==> config.mk <==
export PLATFORM = sky130hd
export DESIGN_NAME = mult2_digit_sequencer
export DESIGN_NICKNAME = d
export VERILOG_FILES = /design/src/rtl/nn_mult_pkg.sv /design/src/rtl/mult2_digit_sequencer_multiplier2.sv /design/src/rtl/mult2_digit_sequencer.sv
export SDC_FILE = /design/constraint.sdc
export NUM_CORES = 1
export LEC_CHECK = 0
export CAP_MARGIN = 10
export CORE_MARGIN = 3
export CORE_UTILIZATION = 60
export CTS_BUF_LIST = sky130_fd_sc_hd__clkbuf_8 sky130_fd_sc_hd__clkbuf_16
export DETAILED_ROUTE_END_ITERATION = 8
export PLACE_DENSITY_LB_ADDON = 0.12
export SYNTH_ARGS = -nofsm -noshare
export SYNTH_HDL_FRONTEND = slang
export SYNTH_SLANG_ARGS = --single-unit
==> constraint.sdc <==
create_clock -name clk -period 7.4 [get_ports clk]
set_clock_uncertainty 0.15 [all_clocks]
set_input_delay 1.48 -clock clk [delete_from_list [all_inputs] [get_ports clk]]
set_output_delay 1.48 -clock clk [all_outputs]
set_load 0.02 [all_outputs]
==> src/rtl/nn_mult_pkg.sv <==
// Shared definitions for the digit-serial multiplier: FSM state codes and digit/partial-product widths.
package nn_mult_pkg;
  localparam int DIGIT_W = 2;
  localparam int PP_W    = 4;

  typedef enum logic [1:0] {
    ST_IDLE = 2'd0,
    ST_RUN  = 2'd1,
    ST_DONE = 2'd2
  } state_t;
endpackage

==> src/rtl/mult2_digit_sequencer_multiplier2.sv <==
// Gate-level 2x2 unsigned multiplier cell (Multiplier2): p = a * b using AND terms and a half-adder chain.
module Multiplier2 (
  input  logic [1:0] a,
  input  logic [1:0] b,
  output logic [3:0] p
);
  logic t10, t01, t11, c1;

  assign t10  = a[1] & b[0];
  assign t01  = a[0] & b[1];
  assign t11  = a[1] & b[1];
  assign c1   = t10 & t01;
  assign p[0] = a[0] & b[0];
  assign p[1] = t10 ^ t01;
  assign p[2] = t11 ^ c1;
  assign p[3] = t11 & c1;
endmodule

==> src/rtl/mult2_digit_sequencer.sv <==
// Digit-serial WIDTH x WIDTH unsigned multiplier: one 2x2 cell, one digit pair per RUN cycle.
// Optional MULT_ZERO_SKIP_EN: a zero operand jumps straight from IDLE to DONE with product 0.
module mult2_digit_sequencer
  import nn_mult_pkg::*;
#(
  parameter int WIDTH = 8
) (
  input  logic               clk,
  input  logic               rst_n,
  input  logic               in_valid,
  output logic               in_ready,
  input  logic [WIDTH-1:0]   in_a,
  input  logic [WIDTH-1:0]   in_b,
  output logic               out_valid,
  input  logic               out_ready,
  output logic [2*WIDTH-1:0] out_p,
  output logic               busy
);
  localparam int N     = WIDTH / DIGIT_W;
  localparam int IDX_W = (N > 1) ? $clog2(N) : 1;
  localparam int P_W   = 2 * WIDTH;
  localparam logic [IDX_W-1:0] LAST_IDX = IDX_W'(N - 1);
  localparam logic [IDX_W-1:0] PEN_IDX  = IDX_W'(N - 2);

  state_t             state_reg;
  logic [WIDTH-1:0]   a_q, b_q;
  logic [P_W-1:0]     acc_reg, out_p_reg;
  logic               in_ready_reg, out_valid_reg, busy_reg;
  logic [IDX_W-1:0]   i_reg, j_reg;
  logic               last_pair_reg;

  logic [DIGIT_W-1:0] a_dig [N];
  logic [DIGIT_W-1:0] b_dig [N];
  logic [PP_W-1:0]    pp;
  logic [IDX_W:0]     digit_sum;
  logic [P_W-1:0]     pp_ext, term, acc_sum;
  logic               accept, run, zero_op;

  genvar gi;
  generate
    for (gi = 0; gi < N; gi++) begin : g_digits
      assign a_dig[gi] = a_q[DIGIT_W*gi +: DIGIT_W];
      assign b_dig[gi] = b_q[DIGIT_W*gi +: DIGIT_W];
    end
  endgenerate

  Multiplier2 u_mul2 (
    .a (a_dig[i_reg]),
    .b (b_dig[j_reg]),
    .p (pp)
  );

  assign accept    = (state_reg == ST_IDLE) && in_valid && in_ready_reg;
  assign run       = (state_reg == ST_RUN);
  assign digit_sum = {1'b0, i_reg} + {1'b0, j_reg};
  assign pp_ext    = {{(P_W-PP_W){1'b0}}, pp};
  // Partial product weight is 4^(i+j); max shift keeps pp inside the 2*WIDTH accumulator.
  assign term      = pp_ext << (DIGIT_W * int'(digit_sum));
  assign acc_sum   = acc_reg + term;

`ifdef MULT_ZERO_SKIP_EN
  assign zero_op = (in_a == '0) || (in_b == '0);
`else
  assign zero_op = 1'b0;
`endif

  // Digit-pair counter: j is the inner index; last_pair_reg flags the pair (N-1,N-1).
  always_ff @(posedge clk or negedge rst_n) begin
    if (!rst_n) begin
      i_reg         <= '0;
      j_reg         <= '0;
      last_pair_reg <= 1'b0;
    end else if (accept) begin
      i_reg         <= '0;
      j_reg         <= '0;
      last_pair_reg <= 1'b0;
    end else if (run) begin
      if (j_reg == LAST_IDX) begin
        j_reg <= '0;
        i_reg <= i_reg + 1'b1;
      end else begin
        j_reg <= j_reg + 1'b1;
      end
      last_pair_reg <= (i_reg == LAST_IDX) && (j_reg == PEN_IDX);
    end
  end

  always_ff @(posedge clk or negedge rst_n) begin
    if (!rst_n) begin
      state_reg     <= ST_IDLE;
      a_q           <= '0;
      b_q           <= '0;
      acc_reg       <= '0;
      out_p_reg     <= '0;
      in_ready_reg  <= 1'b1;
      out_valid_reg <= 1'b0;
      busy_reg      <= 1'b0;
    end else begin
      case (state_reg)
        ST_IDLE: begin
          if (accept) begin
            a_q          <= in_a;
            b_q          <= in_b;
            acc_reg      <= '0;
            in_ready_reg <= 1'b0;
            busy_reg     <= 1'b1;
            if (zero_op) begin
              state_reg     <= ST_DONE;
              out_valid_reg <= 1'b1;
              out_p_reg     <= '0;
            end else begin
              state_reg <= ST_RUN;
            end
          end
        end
        ST_RUN: begin
          acc_reg <= acc_sum;
          if (last_pair_reg) begin
            state_reg     <= ST_DONE;
            out_valid_reg <= 1'b1;
            out_p_reg     <= acc_sum;
          end
        end
        ST_DONE: begin
          if (out_ready) begin
            state_reg     <= ST_IDLE;
            out_valid_reg <= 1'b0;
            in_ready_reg  <= 1'b1;
            busy_reg      <= 1'b0;
          end
        end
        default: begin
          state_reg     <= ST_IDLE;
          out_valid_reg <= 1'b0;
          in_ready_reg  <= 1'b1;
          busy_reg      <= 1'b0;
        end
      endcase
    end
  end

  assign in_ready  = in_ready_reg;
  assign out_valid = out_valid_reg;
  assign out_p     = out_p_reg;
  assign busy      = busy_reg;
endmodule
==> After elaboration in Yosys (flattened, before gate mapping) <==
Index checks and enable logic that the tools add are counted.
W data, S select, Z words.
{ "classes": {"n_eq_ne": 8, "n_shift": 1, "mux": 28, "bitwise_logic": 12, "n_lt_le_gt_ge": 2, "addsub": 4, "n_reduce_logical": 14} }
{ "op_table": {"columns": ["cell", "count"], "rows": [
  ["$pmux W16 S2", 1],
  ["$mux W2", 13],
  ["$add A16 B16 Y16", 1],
  ["$mux W16", 1],
  ["$shl A4 B4 Y16", 1],
  ["$pmux W1 S3", 3],
  ["$reduce_and A3 Y1", 3],
  ["$bmux W2 S2", 2],
  ["$eq A2 B2 Y1 const B", 4],
  ["$reduce_and A2 Y1", 4],
  ["$mux W1", 7],
  ["$and A1 B1 Y1", 6],
  ["$ge A3 B3 Y1 const B", 2],
  ["$ne A2 B2 Y1 const B", 3],
  ["$not A2 Y3", 2],
  ["$pmux W2 S3", 1],
  ["$reduce_bool A2 Y1", 3],
  ["$add A2 B1 Y2 const B", 2],
  ["$add A2 B2 Y3", 1],
  ["$logic_and A1 B1 Y1", 3],
  ["$eq A2 B1 Y1 const B", 1],
  ["$logic_not A2 Y1", 1],
  ["$not A1 Y1", 2],
  ["$xor A1 B1 Y1", 2]
]} }
{ "word_totals": {"in_bits": 20, "word_cells": 80, "ff_bits": 58, "output_inout_bits": 19} }

==> Depth between registers and ports, before layout <==
{ "logic_depth": {"word_depth": 10, "mapped_depth": 16} }

==> Modules after synthesis <==
Synthesis repeated with hierarchy kept, for this count alone.
{ "unflattened": {"hier_cells": 387, "hier_area_um2": 3394.5} }
{ "by_module_without_submodules": {"columns": ["mod", "n_inst", "area_per_inst_um2", "cells_per_inst", "seq_area_each_um2"], "rows": [
  ["mult2_digit_sequencer", 1, 3344.5, 381, 1452.6],
  ["Multiplier2", 1, 50.0, 6, 0.0]
]} }

==> Least setup slack after synthesis <==
No wires, ideal clock.
{ "synth_path": {"kind": "flip-flop to flip-flop", "startpoint": "register j_reg[0]", "endpoint": "register acc_reg[15]", "t_arrival_ns": 3.660, "path_stages_with_launch": 17, "path_slack_ns": 3.511, "n_path_buf": 1, "setup_ns": 0.079, "cell_sequence": "dfrtp_1 -> mux4_2 -> and2_1 -> ha_1 -> ha_1 -> nor2b_1 -> a31oi_1 -> nor2_1 -> ha_1 -> buf_2 -> a2111oi_2 -> o21ai_1 -> nand3_1 -> nor3b_1 -> a211oi_2 -> nor2_1 -> mux2i_1"} }
{ "synth_via": {"elab_chain_len": 10, "word_cells_on_any_way": 16} }
{ "synth_rtl": {"columns": ["item", "line", "source"], "rows": [
  ["start, declared", "mult2_digit_sequencer.sv:29", "logic [IDX_W-1:0] i_reg, j_reg;"],
  ["start signal, assigned", "mult2_digit_sequencer.sv:82", "j_reg <= j_reg + 1'b1;"],
  ["$not A2 Y3 (not written as such)", "mult2_digit_sequencer.sv:49", ".b (b_dig[j_reg]),"],
  ["$bmux W2 S2", "mult2_digit_sequencer.sv:49", null],
  ["$mux W2 (not written as such) (2 in series)", "mult2_digit_sequencer.sv:49", null],
  ["$and A1 B1 Y1 (on tied branches)", "mult2_digit_sequencer_multiplier2.sv:9, mult2_digit_sequencer_multiplier2.sv:10", null],
  ["$and A1 B1 Y1", "mult2_digit_sequencer_multiplier2.sv:12", "assign c1 = t10 & t01;"],
  ["$xor A1 B1 Y1 / $and A1 B1 Y1 (equally long branches)", "mult2_digit_sequencer_multiplier2.sv:15, mult2_digit_sequencer_multiplier2.sv:16", null],
  ["$shl A4 B4 Y16 (*)", "mult2_digit_sequencer.sv:58", "assign term = pp_ext << (DIGIT_W * int'(digit_sum));"],
  ["$add A16 B16 Y16 (*)", "mult2_digit_sequencer.sv:59", "assign acc_sum = acc_reg + term;"],
  ["$pmux W16 S2 (*)", "mult2_digit_sequencer.sv:99", "case (state_reg)"],
  ["end signal, assigned", "mult2_digit_sequencer.sv:117", "acc_reg <= acc_sum;"],
  ["end, declared", "mult2_digit_sequencer.sv:27", "logic [P_W-1:0] acc_reg, out_p_reg;"]
]} }
Mark *: on every way between the ends. The rest lies on a longest branch, timed or not. The select of a mux whose other input is x is not followed.
A chain may end at the register's enable or synchronous reset.

==> Worst setup path after layout <==
{ "layout_path": {"startpoint": "register j_reg[0]", "endpoint": "register acc_reg[12]"} }
Same word-level chain as after synthesis.

==> flow_metrics.tcl <==
set metrics [dict create \
    core_sq_um 5205 \
    worstPathArrival_ns 4.37 \
    antenna_found_initial 0 \
    synthMostInstantiatedCell "dfrtp_1" \
    tns_ns 0 \
    worstSkewPairLatency_ns 0.35 \
    period_share 0.5838 \
    ys_types 42 \
    cts.path.max_buffers 2 \
    critPathMostFrequentCell "ha_1" \
    rsz0062_at_grt "no" \
    cp-start-kind "flop" \
    p_leak_uw 0.001760 \
    stdcell_count 448 \
    start_util 0.6353 \
    synth-xor-area-share 0.03973 \
    nets 417 \
    dp_hpwl_um 5055 \
    path_class "reg2reg" \
    fin_crit_ns 4.320 \
    drt_iter0_markers 160 \
    status "complete, no violations" \
    p_sw_uw 668.1 \
    worst_pin_slew_ns 0.9855 \
    grt_max_degree 59 \
    path_buf_inv 0 \
    hold_path_class "reg2reg" \
    numCtsBuffers 9 \
    synthTopCellsByArea "dfrtp_1 (43%), ha_1 (8.3%), nand2_1 (6.0%)" \
    setup_ws_ns 3.080 \
    ys.warnings.count 0 \
    slew-limit-headroom 0.3414 \
    maxCapViolCount 0 \
    htreeDepth 3 \
    crit_slowest_cell "mux4_2" \
    ys_ff_latch 58 \
    cts_root_buf "clkbuf_8" \
    die_w_um 80.24 \
    netlist_instances 337 \
    p_comb_frac 0.487 \
    crit_family "compound AO/OA/AOI/OAI gates" \
    drt_wl_total_um 6981 \
    die_h_um 80.24 \
    portBuffers 38 \
    dieArea_sq_um 6438 \
    route.detailed.drc 0 \
    place_congestion 0.9130 \
    grt_pass1_vias 2519 \
    cts_repair_resize_count 0 \
    path_cells "mux4_2 > and2_1 > ha_1 > ha_1 > nor2b_1 > a31oi_1 > nor2_1 > ha_1 > nor2b_1 > o21a_1 > o211ai_1 > a21oi_1 > a221oi_1 > xor2_1 > o22ai_1" \
    finalInstanceArea_sq_um 3949 \
    post-place-ws_ns 3.087 \
    io_pins 39 \
    grt_pass1_wl_um 11940 \
    synth.net_count 381 \
    synthSimpleGateAreaFrac 0.1434 \
    cts_setup_buffers 0 \
    fmax_ghz 0.2315 \
    vias 2565 \
    syn_avg_cell_area_sq_um 9.813 \
    synth_top_cell_area_share 0.4313 \
    synth.cell_area_sq_um 3307 \
    syn_to_final_growth_pct 19.41 \
    path_clk_slew_ns 0.06 \
    rows 26 \
    p_int_uw 997.7 \
    synthAdderAreaFrac 0.09535 \
    cts_hold_buf 0 \
    crit_path_max_fanout 7 \
    diodes 0 \
    slew_violations 0 \
    final-hold-violation-count 0 \
    final_layout_size_suffix_gt1_frac 0.1270 \
    async_reset_ff_frac 1.000 \
    cts_tree "built" \
    setup_viol 0 \
    end_kind "flop" \
    switching_share 0.4011 \
    synth_top_area_cell "dfrtp_1" \
    yosysSeqAreaShare 0.4393 \
    synth_common_cells "dfrtp_1 (57), nand2_1 (53), nor2_1 (25)" \
    viasPerCell 5.725 \
    seq_power_share 0.322 \
    synth_edf_count 0 \
    synth_ff_type "dfrtp_1" \
    postRouteAntennaNets 0 \
    vdd_drop_max_uv 219.4 \
    dpl-instance-area_sq_um 3715 \
    power_density_nw_per_um2 421.9 \
    pwr-share-clk 0.191 \
    max_stage_delay_ns 0.56 \
    overflow 0 \
    wire_per_inst_um 15.58 \
    grtUsageTotal 0.2474 \
    synth_top_family_by_area "compound AO/OA/AOI/OAI gates" \
    clock-sinks 58 \
    synth_compound_area_frac 0.1566 \
    synth_mux_area_frac 0.09118 \
    first_pass_iters 4 \
    dp.cells 431 \
    cp_data_required_time_ns 7.45 \
]
==> cell type report <==
cell class / instances / area (sq um)
multi-input cells: 252 / 1743
well taps: 70 / 87.58
clock buffers: 10 / 137.6
clock inverters: 6 / 81.33
inverters: 11 / 41.29
repair buffers: 41 / 405.4
fillers: 379 / 1256
flip-flops and latches: 58 / 1453
==> metrics by stage <==
step | total power [uW] | hold WS [ns] | utilization
4_1_cts | 1668 | 0.3359 | 0.7558
2_1_floorplan | 1115 | 0.3125 | -
3_5_place_dp | 1339 | 0.3215 | 0.7137
5_1_grt | 1797 | 0.3589 | 0.7587
3_3_place_gp | 1309 | 0.3127 | 0.7137
6_report | 1666 | 0.3300 | 0.7587
==> worst register-to-register path: stages (launching register included) <==
cell and delay (ns):
dfrtp_1 0.49, mux4_2 0.56, and2_1 0.16, ha_1 0.19, ha_1 0.30, nor2b_1 0.14
a31oi_1 0.31, nor2_1 0.08, ha_1 0.34, nor2b_1 0.15, o21a_1 0.18, o211ai_1 0.25
a21oi_1 0.18, a221oi_1 0.35, xor2_1 0.23, o22ai_1 0.10
==> cells by family (layout without fill, tap and decap cells) <==
group           after synthesis  after routing
xor+xnor                     15             15
buf+inv                      27             68
simple gates                107            107
compound gates               83             83
mux                          23             23
flops                        58             58
fa+ha+maj                    24             24
==> layer usage <==
layer,global-route usage,share of wire,vias to the layer above
met2,0.3940,0.48,64
met3,0.07399,0.038,19
li1,-,-,1267
met5,0,0,-
met4,0.09122,0.024,0
met1,0.3191,0.45,1215
==> layout by cell type (no fill, tap or decap), types with 12 or more instances in the layout <==
| master | netlist | routed |
|---|---|---|
| o21ai_1 | 13 | 13 |
| mux2_2 | 17 | 17 |
| inv_1 | 11 | 12 |
| nand2_1 | 53 | 53 |
| a21oi_1 | 17 | 17 |
| nor2_1 | 25 | 24 |
| dfrtp_1 | 57 | 57 |
| ha_1 | 22 | 22 |
| o22ai_1 | 16 | 16 |
| clkdlybuf4s50_1 | 0 | 37 |
==> power by group through the flow <==
stage / registers, uW / clock network [uW] / logic [uW]
2_1_floorplan: 558 / 0 / 557
3_3_place_gp: 536 / 0 / 772
3_5_place_dp: 541 / 0 / 798
4_1_cts: 539 / 325 / 805
5_1_grt: 554 / 343 / 900
6_report: 537 / 318 / 811
==> final timing paths <==
check	start	endpoint	slack, ns	cells after the start
min in group asynchronous	rst_n	out_p[15]	1.13	2
hold / removal	out_p[2]	out_p[2]	0.33	2
setup reg to reg	j_reg[0]	acc_reg[12]	3.08	15
hold reg to reg	out_p[2]	out_p[2]	0.33	2
max in group asynchronous	rst_n	i_reg[1]	5.51	2
setup / recovery	j_reg[0]	acc_reg[12]	3.08	15
No activity file was read; power rests on OpenSTA's default activity.
